[config.mk]
export PLATFORM = sky130hd
export DESIGN_NAME = ccff_load_ctrl
export DESIGN_NICKNAME = d
export VERILOG_FILES = /design/src/rtl/ccff_load_ctrl.sv
export SDC_FILE = /design/constraint.sdc
export NUM_CORES = 1
export LEC_CHECK = 0
export BUFFER_PORTS_ARGS = -buffer_cell sky130_fd_sc_hd__buf_2
export CORE_UTILIZATION = 58
export DETAILED_ROUTE_END_ITERATION = 8
export HOLD_SLACK_MARGIN = 0.12
export PLACE_DENSITY = 0.76
export SLEW_MARGIN = 20
export SYNTH_ARGS = -nofsm -noshare
export SYNTH_HDL_FRONTEND = slang
export SYNTH_SLANG_ARGS = --single-unit
[constraint.sdc]
create_clock -name clk_i -period 2.8 [get_ports clk_i]
set_clock_uncertainty 0.1 [all_clocks]
set_input_delay 0.14 -clock clk_i [delete_from_list [all_inputs] [get_ports clk_i]]
set_output_delay 0.14 -clock clk_i [all_outputs]
set_load 0.005 [all_outputs]
[src/rtl/ccff_load_ctrl.sv]
// ---------------------------------------------------------------------------
// ccff_load_ctrl
//   Sequences an FPGA configuration load. It pulses pReset, reads a bit-length
//   header (word 0) and then the bitstream words (1..W) from PMU-side memory.
//   Each word is shifted LSB first into the fabric configuration chain with a
//   generated prog_clk. When the load completes, fabric reset is released and
//   the fabric clock is enabled.
//
// Ports
//   clk_i, rst_i        system clock, asynchronous active-low reset
//   start_i, abort_i    load request (accepted in IDLE/DONE/ERR), sync abort
//   busy_o/done_o/err_o status (done/err held until next accepted start)
//   mem_rd_o/mem_addr_o read strobe and address; mem_data_i valid next cycle
//   prog_clk_o          configuration shift clock (registered, glitch-free)
//   ccff_head_o         serial configuration data (registered)
//   preset_o            active-high pReset pulse
//   fpga_rst_o          active-high fabric reset (low only in DONE)
//   fpga_clk_en_o       fabric clock enable (high only in DONE)
// ---------------------------------------------------------------------------
module ccff_load_ctrl #(
    parameter int PRESET_CYCLES = 4,
    parameter int ADDR_W        = 8,
    parameter int DATA_W        = 32,
    parameter int CNT_W         = 16
) (
    input  logic              clk_i,
    input  logic              rst_i,
    input  logic              start_i,
    input  logic              abort_i,
    output logic              busy_o,
    output logic              done_o,
    output logic              err_o,
    output logic              mem_rd_o,
    output logic [ADDR_W-1:0] mem_addr_o,
    input  logic [DATA_W-1:0] mem_data_i,
    output logic              prog_clk_o,
    output logic              ccff_head_o,
    output logic              preset_o,
    output logic              fpga_rst_o,
    output logic              fpga_clk_en_o
);

    typedef enum logic [3:0] {
        S_IDLE, S_PRESET, S_HDR_RD, S_HDR_WAIT, S_WD_RD,
        S_WD_LATCH, S_SH_LO, S_SH_HI, S_DONE, S_ERR
    } state_e;

    localparam int              PC_W    = (PRESET_CYCLES > 1) ? $clog2(PRESET_CYCLES) : 1;
    localparam logic [PC_W-1:0] PC_LAST = PC_W'(PRESET_CYCLES - 1);
    // Largest word count that fits in the address space above the header.
    localparam logic [CNT_W:0]  W_MAX   = (CNT_W+1)'((1 << ADDR_W) - 1);

    state_e              state_q, state_d;
    logic [PC_W-1:0]     pcnt_q, pcnt_d;
    logic [CNT_W-1:0]    rem_q, rem_d;      // bits left in the whole load
    logic [5:0]          bcnt_q, bcnt_d;    // bits left in the current word
    logic [ADDR_W-1:0]   word_q, word_d;
    logic [DATA_W-1:0]   sr_q, sr_d;
    logic [CNT_W-1:0]    hdr_n;
    logic [CNT_W:0]      hdr_w;

    logic busy_q, done_q, err_q, rd_q, pclk_q, head_q, preset_q, frst_q, fen_q;
    logic head_d;
    logic [ADDR_W-1:0] addr_q;

    // Next-state and datapath
    always_comb begin
        state_d = state_q;
        pcnt_d  = pcnt_q;
        rem_d   = rem_q;
        bcnt_d  = bcnt_q;
        word_d  = word_q;
        sr_d    = sr_q;
        hdr_n   = mem_data_i[CNT_W-1:0];
        hdr_w   = ({1'b0, hdr_n} + (CNT_W+1)'(31)) >> 5;

        unique case (state_q)
            S_IDLE, S_DONE, S_ERR: begin
                if (start_i) begin
                    state_d = S_PRESET;
                    pcnt_d  = '0;
                end
            end
            S_PRESET: begin
                if (pcnt_q == PC_LAST) state_d = S_HDR_RD;
                else                   pcnt_d  = pcnt_q + PC_W'(1);
            end
            S_HDR_RD:   state_d = S_HDR_WAIT;
            S_HDR_WAIT: begin
                if (hdr_n == '0 || hdr_w > W_MAX) begin
                    state_d = S_ERR;
                end else begin
                    rem_d   = hdr_n;
                    word_d  = ADDR_W'(1);
                    state_d = S_WD_RD;
                end
            end
            S_WD_RD:    state_d = S_WD_LATCH;
            S_WD_LATCH: begin
                sr_d    = mem_data_i;
                bcnt_d  = (rem_q >= CNT_W'(32)) ? 6'd32 : rem_q[5:0];
                state_d = S_SH_LO;
            end
            S_SH_LO:    state_d = S_SH_HI;
            S_SH_HI: begin
                sr_d   = {1'b0, sr_q[DATA_W-1:1]};
                rem_d  = rem_q - CNT_W'(1);
                bcnt_d = bcnt_q - 6'd1;
                if (rem_q == CNT_W'(1)) begin
                    state_d = S_DONE;
                end else if (bcnt_q == 6'd1) begin
                    word_d  = word_q + ADDR_W'(1);
                    state_d = S_WD_RD;
                end else begin
                    state_d = S_SH_LO;
                end
            end
            default: state_d = S_IDLE;
        endcase

        // Abort overrides everything outside IDLE (an SH_HI edge has already
        // been presented, so it completes naturally).
        if (abort_i && state_q != S_IDLE) state_d = S_ERR;

        // Chain data presented in SH_LO and held through SH_HI.
        unique case (state_d)
            S_SH_LO: head_d = sr_d[0];
            S_SH_HI: head_d = head_q;
            default: head_d = 1'b0;
        endcase
    end

    always_ff @(posedge clk_i or negedge rst_i) begin
        if (!rst_i) begin
            state_q <= S_IDLE;
            pcnt_q  <= '0;
            rem_q   <= '0;
            bcnt_q  <= '0;
            word_q  <= '0;
            sr_q    <= '0;
        end else begin
            state_q <= state_d;
            pcnt_q  <= pcnt_d;
            rem_q   <= rem_d;
            bcnt_q  <= bcnt_d;
            word_q  <= word_d;
            sr_q    <= sr_d;
        end
    end

    // All outputs are registered decodes of the next state, so each output
    // reflects the state occupied in the same cycle and cannot glitch.
    always_ff @(posedge clk_i or negedge rst_i) begin
        if (!rst_i) begin
            busy_q   <= 1'b0;
            done_q   <= 1'b0;
            err_q    <= 1'b0;
            rd_q     <= 1'b0;
            addr_q   <= '0;
            pclk_q   <= 1'b0;
            head_q   <= 1'b0;
            preset_q <= 1'b0;
            frst_q   <= 1'b1;
            fen_q    <= 1'b0;
        end else begin
            busy_q   <= !(state_d inside {S_IDLE, S_DONE, S_ERR});
            done_q   <= (state_d == S_DONE);
            err_q    <= (state_d == S_ERR);
            rd_q     <= (state_d == S_HDR_RD) || (state_d == S_WD_RD);
            addr_q   <= (state_d == S_WD_RD) ? word_d : '0;
            pclk_q   <= (state_d == S_SH_HI);
            head_q   <= head_d;
            preset_q <= (state_d == S_PRESET);
            frst_q   <= (state_d != S_DONE);
            fen_q    <= (state_d == S_DONE);
        end
    end

    assign busy_o        = busy_q;
    assign done_o        = done_q;
    assign err_o         = err_q;
    assign mem_rd_o      = rd_q;
    assign mem_addr_o    = addr_q;
    assign prog_clk_o    = pclk_q;
    assign ccff_head_o   = head_q;
    assign preset_o      = preset_q;
    assign fpga_rst_o    = frst_q;
    assign fpga_clk_en_o = fen_q;

endmodule

# Word-level counts from Yosys, hierarchy flattened
# Cells that the tools add are included.
[totals] ramBits=0 wordCells=82 mem_count=0 inputBits=36 ff_bits=84 mem_bits_ro=0 out_inout_bits=17 latchBits=0
[classes] bitwise=0 magnitude_cmp=2 n_reduce_logical=15 multipliers=0 add_sub_neg=5 n_eq_ne=23 muxes=21 shifts=0 div_mod_pow=0
[op_table] op="32-bit one-hot mux with 2 select lines" n=1
[op_table] op="8-bit 2-to-1 mux" n=4
[op_table] op="16-bit one-hot mux with 2 select lines" n=1
[op_table] op="4-bit one-hot mux with 8 select lines" n=1
[op_table] op="4-bit by 3-bit equality test with 1-bit output, second input constant" n=7
[op_table] op="4-bit 2-to-1 mux" n=5
[op_table] op="16-bit by 5-bit adder with 17-bit output, second input constant" n=1
[op_table] op="16-bit by 1-bit equality test with 1-bit output, second input constant" n=1
[op_table] op="4-bit equality test, second input constant" n=4
[op_table] op="16-bit by 6-bit >= comparator with 1-bit output, second input constant" n=1
[op_table] op="16-bit zero test" n=1
[op_table] op="16-bit 2-to-1 mux" n=1
[op_table] op="8-bit one-hot mux with 2 select lines" n=1
[op_table] op="16-bit by 1-bit subtractor with 16-bit output, second input constant" n=1
[op_table] op="4-bit by 2-bit equality test with 1-bit output, second input constant" n=3
[op_table] op="12-bit by 8-bit > comparator with 1-bit output, second input constant" n=1
[op_table] op="6-bit one-hot mux with 2 select lines" n=1
[op_table] op="8-bit by 1-bit adder with 8-bit output, second input constant" n=1
[op_table] op="4-bit by 1-bit equality test with 1-bit output, second input constant" n=2
[op_table] op="4-bit zero test" n=2
[op_table] op="6-bit by 1-bit equality test with 1-bit output, second input constant" n=1
[op_table] op="2-bit 2-to-1 mux" n=3
[op_table] op="6-bit 2-to-1 mux" n=1
[op_table] op="2-bit inequality test, second input constant" n=3
[op_table] op="15 further kinds" n=18

# Longest topological paths before layout
[depth] word_depth=9 depth_mapped=8 mapped_depth_nobuf=8

# Worst setup path before layout
# Ideal clock, no wire load.
[synth_timing] path_type="flip-flop to flip-flop" from="reg rem_q[1]" to="reg preset_q, in the netlist preset_o" setup_time_ns=0.095 arrival_time_ns=1.782 required_ns=2.605 path_buffers=0 slack_ns=0.823 synth_period_minus_slack_ns=1.977 stages_incl_launch_ff=9 path_cell_list="dfrtp_1 -> inv_1 -> ha_1 -> nor4b_4 -> nand4_4 -> a32oi_2 -> or2b_2 -> inv_2 -> nor4b_2"
[synth_between] elab_chain_cells=5
[synth_rtl] element="from (decl)" line="55" rtl="logic [CNT_W-1:0] rem_q, rem_d;"
[synth_rtl] element="from (signal assigned)" line="144" rtl="rem_q <= rem_d;"
[synth_rtl] element="16-bit by 1-bit equality test with 1-bit output" line="109" rtl="if (rem_q == CNT_W'(1)) begin"
[synth_rtl] element="4-bit 2-to-1 mux" line="109"
[synth_rtl] element="4-bit one-hot mux with 8 select lines" line="77" rtl="unique case (state_q)"
[synth_rtl] element="4-bit 2-to-1 mux" line="123" rtl="if (abort_i && state_q != S_IDLE) state_d = S_ERR;"
[synth_rtl] element="via state_d[1]" line="53" rtl="state_e state_q, state_d;"
[synth_rtl] element="4-bit by 1-bit equality test with 1-bit output" line="173" rtl="preset_q <= (state_d == S_PRESET);"
[synth_rtl] element="to (signal assigned)" line="173"
[synth_rtl] element="to (decl)" line="62" rtl="logic busy_q, done_q, err_q, rd_q, pclk_q, head_q, preset_q, frst_q, fen_q;"
# The timed path passes the listed nets, and every way through them passes these cells.
# A chain may end at the register's enable or synchronous reset.

# Final worst setup path
[layout_timing] from="reg rem_q[1]" to="reg addr_q[5], in the netlist mem_addr_o[5]"
[layout_between] elab_chain_cells=6 elab_cells_between_ends=8 classes_between="eq/ne: 2; mux: 6"
[layout_rtl] element="16-bit by 1-bit equality test with 1-bit output *" line="109"
[layout_rtl] element="4-bit 2-to-1 mux" line="109"
[layout_rtl] element="4-bit one-hot mux with 8 select lines" line="77"
[layout_rtl] element="4-bit 2-to-1 mux" line="123"
[layout_rtl] element="4-bit by 3-bit equality test with 1-bit output" line="170" rtl="addr_q <= (state_d == S_WD_RD) ? word_d : '0;"
[layout_rtl] element="8-bit 2-to-1 mux *" line="170"
[layout_rtl] element="to (signal assigned)" line="170"
[layout_rtl] element="to (decl)" line="64" rtl="logic [ADDR_W-1:0] addr_q;"
# Every way passes the cells marked *; elsewhere a longest branch is shown, timed or not.

==> out/metrics.cfg <==
[outcome]
status = finished clean

[detailed_routing]
drt_first_pass_iters = 5
wl_per_cell_um = 17.0
drc = 0
routed_wl_mm = 10.6
drtIter0Drc = 263
via_per_inst = 6.25
drtAntennaViolNets = 0
vias = 3915

[sta]
period_share_pct = 84.2
worst_slack_ns = 0.442
min_period_ns = 2.36
slew_headroom_pct = 50.7
hold_ws_ns = 0.175
setup_violations = 0
fmax_ghz = 0.424
drv_slew = 0
tns_ns = 0
tightest_slew_ns = 0.739
final_hold_viol_count = 0
rsz0062_at_grt = false

[global_routing]
track_usage_pct = 28.1
antenna_found_initial = 0
grt_pass1_vias = 3864
grt_max_degree = 85
grt-ovfl-total = 0
grt_pass1_wl_mm = 18.4

[pwr]
pwr_density_cell_nw_per_um2 = 527
p_sw_mw = 0.862
clock_power_share_pct = 28.3
combPwrFrac_pct = 18.8
p_leak_nw = 2.24
internal-power_mw = 1.97
peakVddDrop_mv = 0.282
design_power_total_mw = 2.83
seq_power_share_pct = 52.9
swShare_pct = 30.5

[clocking]
clkLatencyLatePin_ns = 0.36
numCtsBuffers = 9
cts_max_level = 3
cts_max_path_buffers = 2
cts_tree = built
path_clk_slew_ns = 0.08
cts_root_buf = clkbuf_8
cts_sinks = 84

[final_layout]
layout-drive-gt1-share_pct = 18.4
fin_area_um2 = 5370
stdcell_count = 626
utilization_pct = 72.9
filler_cell_count = 550
area_growth_pct = 19.1
nets = 564
n_antenna_cell = 0

[synthesis]
avgSynthCellArea_um2 = 10.2
synth_common_cells = 83 x dfrtp_1, 36 x a221o_1, 33 x nor3b_1, 31 x nor2_1, 29 x nand2_1
yosys.area_share.simple_pct = 24.5
synth.distinct_cells = 72
ys_seq_area_share_pct = 46.7
synthMuxAreaShare_pct = 0.500
ys.flop_type = dfrtp_1
synth.most_common_cell = dfrtp_1
synth.top_cell.area_share_pct = 46.1
yosys_warnings = 0
ys_seq_elements = 84
synth_top_family_by_area = simple AND/OR/NAND/NOR gates
synth_area_um2 = 4510
synth-compound-area-share_pct = 22.0
synth_edf_count = 0
synth_adder_area_share_pct = 1.67
synth_top_cell_by_area = dfrtp_1
ys_async_sr_fraction_pct = 100
synth_xor_area_share_pct = 0.777
synth_nets = 486
yosys-top-cells-area = dfrtp_1 46%, a221o_1 8.0%, nor3b_1 5.5%, nor2_1 2.6%, nand2_1 2.4%
syn_inst = 444

[worst_setup_path]
slowest_stage = dfrtp_1
max_stage_delay_ns = 0.40
end_kind = flip-flop
reg2reg_depth = 7
crit_path_start_kind = flip-flop
crit_type = reg -> reg
cp_max_fo = 9
required_ns = 2.97
cp_cell_sequence = inv_1, ha_1, nor4b_4, nand4_4, a32oi_2, o2111ai_2, a31oi_1
crit_arrival_ns = 2.52

[placed_design]
port_buffers = 52
post-place-ws_ns = 0.509
dp.cells = 576
place_area_um2 = 4840
gp_congestion = 0.872
hpwlAfterDp_mm = 7.16

[flow_run]
maxCapViolCount = 0

[floorplan]
num_rows = 31
ios = 53
die_h_um = 90.2
initial_core_util_pct = 61.2
die_x_um = 90.2
dieArea_um2 = 8130
coreArea_um2 = 7370

[hold_path]
min_path_type = in -> reg
whs_path_depth = 3

[path summary, 6_finish.rpt]
| check | start | slack, ns | end |
|---|---|---|---|
| setup / recovery | rem_q[1] | 0.44 | mem_addr_o[5] |
| hold / removal | mem_data_i[13] | 0.17 | sr_q[13] |
| setup reg to reg | rem_q[1] | 0.44 | mem_addr_o[5] |
| hold reg to reg | sr_q[31] | 0.39 | sr_q[31] |
| max in group asynchronous | rst_i | 1.80 | sr_q[1] |
| min in group asynchronous | rst_i | 0.27 | sr_q[25] |
[routing by layer]
| metal | vias to the layer above | part of all wire (%) | global-route usage [%] | wire length [µm] |
|---|---|---|---|---|
| met2 | 127 | 46 | 43.1 | 4850 |
| met4 | 0 | 1.6 | 11.3 | 165 |
| met3 | 12 | 4.9 | 3.64 | 515 |
| met5 | - | 0 | 0 | 0 |
| li1 | 1873 | - | - | - |
| met1 | 1903 | 48 | 40.7 | 5080 |
[area by class of cell]
| cell class | instances | area (µm²) | area share (%) |
|---|---|---|---|
| tap | 99 | 124 | 2.31 |
| clock inverter | 3 | 21.3 | 0.396 |
| inverter | 12 | 45.0 | 0.839 |
| multi-input combinational | 318 | 2230 | 41.5 |
| sequential | 84 | 2100 | 39.2 |
| timing repair buffer | 97 | 689 | 12.8 |
| clock buffer | 13 | 159 | 2.96 |
[critical path, delay by kind of cell, from the launching register on]
family | cells | cell delay, ns
AND/OR/NAND/NOR | 2 | 0.49
adder cells (fa/ha/maj) | 1 | 0.17
flip-flops | 1 | 0.40
buffers and inverters | 1 | 0.12
AO/OA/AOI/OAI | 3 | 0.98
[sequential cells by signal, indices dropped and copies added, names as in the netlist, 2 cells and up]
register,flops
mem_addr_o,8
rem_q,16
sr_q,32
bcnt_q,6
pcnt_q,2
state_q,4
word_q,8
[power groups by stage]
stage,combinational (mW),sequential [mW],clock (mW)
final,0.531,1.50,0.799
after global routing,0.589,1.52,0.859
after CTS,0.528,1.49,0.811
after detailed placement,0.486,1.52,0
after global placement,0.466,1.51,0
after floorplan,0.359,1.47,0
[logic make-up (layout without fill, tap and decap cells)]
group | count (synthesis) | after routing
AO/OA/AOI/OAI | 126 | 126
adder cells (fa/ha/maj) | 6 | 6
XOR/XNOR | 4 | 4
multiplexers | 2 | 2
buffers and inverters | 42 | 125
flip-flops | 84 | 84
AND/OR/NAND/NOR | 180 | 180
[what timing repair did]
item | 4_1_cts | 5_1_grt
hold buffers | 34 | 0
hold endpoints to repair | 116 | 0
setup buffers | 0 | 0
resized for setup | 0 | 0
[placed cells by master (no fill, tap or decap), types with 2 or more instances in the layout]
cell type,Yosys,final
nor4_1,6,6
ha_1,6,6
clkbuf_1,11,2
and3b_1,2,2
nand3b_1,3,3
nand4_1,12,12
nor2_1,31,31
dfrtp_1,83,83
o211ai_1,3,3
nor4_4,2,2
nand2b_1,6,6
dlygate4sd3_1,0,34
and3_1,3,3
a211o_1,2,2
buf_4,2,11
buf_2,10,51
a21oi_1,19,19
a21boi_0,2,2
nor3_2,2,2
xnor2_1,4,4
nand2_1,29,29
a31oi_1,12,12
o221ai_1,2,2
nor3b_1,33,33
and4_1,3,3
mux2_2,2,2
a211oi_1,2,2
a221o_1,36,36
o21ai_0,20,20
nor3_1,15,15
inv_1,11,11
nand3_1,18,18
o21a_1,4,4
clkbuf_8,0,11
a221oi_1,3,3
Note: power is estimated with default switching activity, not from simulation.
